[src/rtl/bridge_loader.sv]
// Byte loader feeding the 528-bit bridge shift register: takes a valid/ready byte
// stream, pads short frames to a full block, then holds the block until acknowledged.
module bridge_loader #(
  parameter int          BYTES_PER_BLOCK = 66,
  parameter logic [7:0]  PAD_BYTE        = 8'h00,
  parameter int          CNT_W           = 7
) (
  input  logic             clk,
  input  logic             rst,
  input  logic [7:0]       in_data,
  input  logic             in_valid,
  input  logic             in_last,
  output logic             in_ready,
  output logic [7:0]       data_out,
  output logic             shift_en,
  output logic             blk_valid,
  input  logic             blk_ack,
  output logic             blk_padded,
  output logic [CNT_W-1:0] byte_cnt
);

  typedef enum logic [2:0] {
    IDLE   = 3'd0,
    LOAD   = 3'd1,
    PAD    = 3'd2,
    SETTLE = 3'd3,
    FULL   = 3'd4
  } state_e;

  localparam logic [CNT_W-1:0] FULL_CNT = CNT_W'(BYTES_PER_BLOCK);

  state_e           state_q, state_d;
  logic [7:0]       data_out_q, data_out_d;
  logic             shift_en_q, shift_en_d;
  logic             blk_valid_q, blk_valid_d;
  logic             blk_padded_q, blk_padded_d;
  logic [CNT_W-1:0] byte_cnt_q, byte_cnt_d;
  logic [CNT_W-1:0] cnt_inc;
  logic             accept;

  assign in_ready = !rst && (state_q == IDLE || state_q == LOAD);
  assign accept   = in_valid && in_ready;
  assign cnt_inc  = byte_cnt_q + CNT_W'(1);

  always_comb begin
    state_d      = state_q;
    data_out_d   = data_out_q;
    shift_en_d   = 1'b0;
    blk_valid_d  = blk_valid_q;
    blk_padded_d = blk_padded_q;
    byte_cnt_d   = byte_cnt_q;
    unique case (state_q)
      IDLE, LOAD: begin
        if (accept) begin
          shift_en_d = 1'b1;
          data_out_d = in_data;
          byte_cnt_d = cnt_inc;
          // A full count wins over in_last: the frame fits exactly, no padding.
          if (cnt_inc == FULL_CNT)  state_d = SETTLE;
          else if (in_last)         state_d = PAD;
          else                      state_d = LOAD;
        end
      end
      PAD: begin
        shift_en_d   = 1'b1;
        data_out_d   = PAD_BYTE;
        blk_padded_d = 1'b1;
        byte_cnt_d   = cnt_inc;
        if (cnt_inc == FULL_CNT) state_d = SETTLE;
      end
      SETTLE: begin
        state_d = FULL;
      end
      FULL: begin
        // blk_valid rises one cycle after entering FULL, leaving a quiet cycle
        // after the last shift so the bridge has registered it.
        if (blk_valid_q && blk_ack) begin
          state_d      = IDLE;
          blk_valid_d  = 1'b0;
          blk_padded_d = 1'b0;
          byte_cnt_d   = '0;
        end else begin
          blk_valid_d = 1'b1;
        end
      end
      default: state_d = IDLE;
    endcase
  end

  always_ff @(posedge clk) begin
    if (rst) begin
      state_q      <= IDLE;
      data_out_q   <= '0;
      shift_en_q   <= 1'b0;
      blk_valid_q  <= 1'b0;
      blk_padded_q <= 1'b0;
      byte_cnt_q   <= '0;
    end else begin
      state_q      <= state_d;
      data_out_q   <= data_out_d;
      shift_en_q   <= shift_en_d;
      blk_valid_q  <= blk_valid_d;
      blk_padded_q <= blk_padded_d;
      byte_cnt_q   <= byte_cnt_d;
    end
  end

  assign data_out   = data_out_q;
  assign shift_en   = shift_en_q;
  assign blk_valid  = blk_valid_q;
  assign blk_padded = blk_padded_q;
  assign byte_cnt   = byte_cnt_q;

endmodule

[config.mk]
export PLATFORM = sky130hd
export DESIGN_NAME = bridge_loader
export DESIGN_NICKNAME = d
export VERILOG_FILES = /design/src/rtl/bridge_loader.sv
export SDC_FILE = /design/constraint.sdc
export NUM_CORES = 1
export LEC_CHECK = 0
export CAP_MARGIN = 0
export CORE_MARGIN = 2
export CORE_UTILIZATION = 45
export CTS_BUF_LIST = sky130_fd_sc_hd__clkbuf_16
export CTS_CLUSTER_DIAMETER = 60
export DETAILED_ROUTE_END_ITERATION = 16
export GPL_TIMING_DRIVEN = 0
export PLACE_DENSITY_LB_ADDON = 0.15
export REMOVE_ABC_BUFFERS = 1
export SETUP_SLACK_MARGIN = 0.15
export SYNTH_ARGS = -nofsm -noshare
export SYNTH_HDL_FRONTEND = slang
export SYNTH_SLANG_ARGS = --single-unit
export TNS_END_PERCENT = 1
[constraint.sdc]
create_clock -name clk -period 2.5 [get_ports clk]
set_clock_uncertainty 0.05 [all_clocks]
set_input_delay 0.25 -clock clk [delete_from_list [all_inputs] [get_ports clk]]
set_output_delay 0.25 -clock clk [all_outputs]
set_load 0.05 [all_outputs]
* Word level (Yosys, flattened, before mapping)
Cells that the tools add are included.
** Storage, ports and cells
- Flip-flop bits (word level) :: 21
** Cells by class
- Add/subtract/negate cells :: 1
- Reduce and logical (&&, ||, !) cells :: 14
- Multiplexer cells :: 16
- Equal/unequal tests :: 8
** Operators by type and width (number)
- $pmux W7 S3 :: 1
- $pmux W8 S2 :: 1
- $mux W7 :: 2
- $pmux W3 S4 :: 1
- $mux W3 :: 3
- $mux W8 :: 1
- $add A7 B1 Y7 const B :: 1
- $eq A7 B7 Y1 const B :: 1
- $eq A3 B2 Y1 const B :: 2
- $ne A2 B2 Y1 const B :: 3
- $reduce_and A3 Y1 :: 2
- $mux W2 :: 2
- $pmux W1 S2 :: 2
- $reduce_and A2 Y1 :: 2
- $reduce_bool A2 Y1 :: 2
- $eq A3 B1 Y1 const B :: 1
- $eq A3 B3 Y1 const B :: 1
- $logic_and A1 B1 Y1 :: 3
- $logic_not A3 Y1 :: 1
- $mux W1 :: 3
- $reduce_bool A3 Y1 :: 1
- $reduce_or A2 Y1 :: 1
- $logic_not A1 Y1 :: 1
- $logic_or A1 B1 Y1 :: 1

* Depth between registers and ports, before layout
- Depth in word-level cells :: 6
- Mapped depth :: 6
- Depth with buffers taken out :: 6

* Worst setup path after synthesis
OpenSTA, ideal clock, no wires.
- Path kind :: reg2reg
- Start point :: register state_q[1]
- End point :: register data_out_q[2], in the netlist data_out[2]
- Slack :: 0.126 ns
- Stages on the path, launching flop included :: 6
- Arrival time :: 2.205 ns
- Period minus slack after synthesis :: 2.374 ns
- Path buffers :: 1
- Path through :: dfxtp_1 -> buf_6 -> nor3_1 -> nand2_1 -> nand3_1 -> a21oi_1
** Between the ends
- Word-level cells in the longest chain between the ends :: 6
- Elaborated cells on any way between the ends :: 11
- Those cells by class :: eq/ne (3); mux (1); reduce/logical (7)
** Ends and longest elaborated chain
- from (decl) :: RTL line 32 : state_e state_q, state_d;
- from (signal assigned) :: RTL line 99 : state_q <= state_d;
- $eq A3 B1 Y1 / $logic_not A3 Y1 (equally long branches) :: RTL line 41 : assign in_ready = !rst && (state_q == IDLE || state_q == LOAD);
- $logic_or A1 B1 Y1 * :: RTL line 41
- $logic_and A1 B1 Y1 * :: RTL line 41
- named net in_ready :: RTL line 13 : output logic in_ready,
- $logic_and A1 B1 Y1 * :: RTL line 42 : assign accept = in_valid && in_ready;
- $ne A2 B2 Y1 (no line) *
- $reduce_and A2 Y1 (no line) *
- to (signal assigned) :: RTL line 100 : data_out_q <= data_out_d;
- to (decl) :: RTL line 33 : logic [7:0] data_out_q, data_out_d;
The timed path passes the listed nets; every way through them passes the cells marked *.
A chain may end at the register's enable or synchronous reset.

* Worst setup path after layout
- Start point :: input port rst
- End point :: output port in_ready
** Between the ends
- Word-level cells in the longest chain between the ends :: 2
** Ends and longest elaborated chain
- from (decl) :: RTL line 9 : input logic rst,
- $logic_not A1 Y1 :: RTL line 41
- $logic_and A1 B1 Y1 :: RTL line 41
- to (decl) :: RTL line 13
No other way between the ends.

==> impl_metrics.ini <==
[outcome]
outcome = finished, final reports clean

[global_route]
track_usage = 0.167
grt_pass1_vias = 795
antenna_found_initial = 0
grt_max_degree = 15
grt_first_pass_wirelength_mm = 3.36
grt_overflow = 0

[yosys]
ys_async_sr_fraction = 0
ys.flop_type = dfxtp_1
synth_edf_count = 0
ys_seq_area_frac = 0.430
yosysWarnings = 0
ys_ff_latch = 21
yosysMostFrequentCell = nand2_1
yosys.area.top_type_share = 0.430
synthCells = 118
syn-cell-area_um2 = 978
yosys-top-cells-count = nand2_1 (23), dfxtp_1 (21), a21oi_1 (15), nand3_1 (8), nor2_1 (6)
avgSynthCellArea_um2 = 8.29
yosys-top-cells-area = dfxtp_1 (43%), nand2_1 (8.8%), a21oi_1 (7.7%)
synth_top_cell_by_area = dfxtp_1
synth_cell_types = 31

[timing]
holdWs_ps = 403
layout_min_cycle_time_ps = 2150
finalHoldViolations = 0
tns_ps = 0
drv_slew = 0
setup_violations = 0
max_freq_mhz = 466
rsz0062_at_grt = no
min_period_over_period = 0.858
slew_headroom = 0.579
worst_pin_slew_ps = 627

[cells_and_area]
final_layout_size_suffix_gt1_frac = 0.0533
stdcell_count = 177
fillCellCount = 172
multi_input_area_um2 = 531
area_growth_pct = 41.0
final_net_count = 166
area.sequential_um2 = 420
finalCoreUtilization = 0.689
diodes = 0

[critical_path]
r2r_slack_ps = 710
path_depth = 3
path_delay_family = buffers and inverters
path_cells = clkdlybuf4s50_1 > nor3_1 > dlygate4sd2_1
r2r-end = byte_cnt[4]
critPathMaxStageDelay_ps = 650
cp.arrival_ps = 1850
start_kind = input pin
worstPathMaxFanout = 14
worstReg2RegStart = state_q[1]
worst-setup-path-type = input pin to output port
cp_num_buf_inv = 2
rr_worst_depth = 5
crit_slowest_cell = clkdlybuf4s50_1
cp-end-kind = output port
crit_required_ps = 2200

[floorplan]
num_rows = 16
die_x_um = 50.6
io_pins = 32
die_height_um = 50.6
dieArea_um2 = 2560
core_um2 = 2000
start_util = 0.489

[route]
wl_mm = 1.97
ant_nets = 0
drtPass1Iterations = 4
drt_iter0_markers = 8
wl_per_cell_um = 11.1
avgViaCountPerCell = 5.05
num_vias = 894
drc = 0

[power_and_ir_drop]
p_sw_mw = 0.197
powerDensity_nw_per_um2 = 585
p_leak_nw = 0.513
p_seq_frac = 0.443
power_frac_clock = 0.401
p_total_mw = 0.808
p_comb_frac = 0.156
switching_share = 0.244
internal_power_mw = 0.610
ir_worst_vdd_v = 0.000317

[placed_design]
port_buffers = 31
placed_cells_incl_taps = 173
gp_congestion = 0.853
place_hpwl_mm = 1.46

[job]
cap_violations = 0

[worst_hold_path]
worst_hold_startpoint = data_out[1]
min_to = data_out[1]
hold_class = flip-flop to flip-flop
hold_depth = 2

[clock_network]
clockRootBuffer = clkbuf_16
clk_pin_slew_ps = 50
clock-sinks = 21
numCtsBuffers = 3
cts_max_level = 1
clock_latency_ps = 250
tritoncts = done
ctsLongestPathBuffers = 2
[how the worst max path moves through the flow]
| stage | start | endpoint | slack (ps) |
|---|---|---|---|
| after detailed placement | rst | in_ready | 9 |
| after CTS | rst | in_ready | 330 |
| after global routing | rst | in_ready | 220 |
| final | rst | in_ready | 350 |
| after floorplan | state_q[2] | data_out[2] | 160 |
| after global placement | rst | in_ready | 30 |
[cell type report]
class / instances / area share
flip-flops and latches: 21 / 0.305
inverters: 2 / 0.00544
repair buffers: 31 / 0.224
well taps: 27 / 0.0245
clock buffers: 3 / 0.0544
clock inverters: 1 / 0.00272
multi-input cells: 92 / 0.384
[layer usage]
layer	wire length, um	up-vias	GRT usage	part of all wire
li1	-	475	-	-
met1	908	398	0.214	0.46
met2	956	19	0.287	0.49
met3	91	2	0.0238	0.046
met4	14	0	0.0541	0.0071
met5	0	-	0	0
[cells by family (layout without fill, tap and decap cells)]
| family | after synthesis | after routing | synth area share |
|---|---|---|---|
| DFF | 21 | 21 | 0.430 |
| adders and majority gates | 2 | 2 | 0.0256 |
| xor gates and xnor gates | 2 | 2 | 0.0179 |
| and+or+nand+nor | 59 | 59 | 0.321 |
| AOI/OAI and AO/OA | 27 | 27 | 0.157 |
| buffers and inverters | 5 | 37 | 0.0281 |
| muxes | 2 | 2 | 0.0205 |
[state kept, by name, summed over array words and instances, names as in the netlist]
register    cells
data_out        8
state_q         3
byte_cnt        7
blk_valid       1
shift_en        1
blk_padded      1
[power by group through the flow]
| stage | combinational [mW] | sequential (mW) | clock (mW) |
|---|---|---|---|
| 3_5_place_dp | 0.127 | 0.365 | 0 |
| 3_3_place_gp | 0.126 | 0.364 | 0 |
| 5_1_grt | 0.135 | 0.360 | 0.349 |
| 4_1_cts | 0.128 | 0.358 | 0.331 |
| 2_1_floorplan | 0.0392 | 0.400 | 0 |
| 6_report | 0.126 | 0.358 | 0.324 |
[cells in the final DEF, fill, tap and decap left out, types with 2 or more instances in the layout]
master / n
nor2_1: 6
nor3b_1: 4
nand3_1: 8
nor3_1: 4
a21oi_1: 15
nor2b_1: 3
o21ai_0: 5
o31ai_1: 2
dfxtp_1: 21
clkdlybuf4s50_1: 30
nand2_1: 23
ha_1: 2
nand2b_1: 2
and3_1: 2
clkbuf_16: 3
inv_1: 3
xor2_1: 2
mux2i_1: 2
[stage by stage]
| step | cell area (um^2) | worst slack (ps) |
|---|---|---|
| 2_1_floorplan | 958 | 158 |
| 3_3_place_gp | 1300 | 29.1 |
| 3_5_place_dp | 1300 | 9.15 |
| 4_1_cts | 1380 | 331 |
| 5_1_grt | 1380 | 221 |
| 6_report | 1380 | 354 |
[worst register-to-register path: stages (launching register included)]
cell and delay, ps:
dfxtp_1 480, nor3b_1 150, and2b_1 220, nor3_1 530, o21ai_0 180, o31ai_1 90
[timing repair]
item / 4_1_cts / 5_1_grt
endpoints found under the hold margin: 0 / 0
resized for setup: 1 / 0
endpoints found under the setup margin: 1 / 0
hold buffers: 0 / 0
setup buffers: 0 / 0
Power figures use the tool's default switching activity.
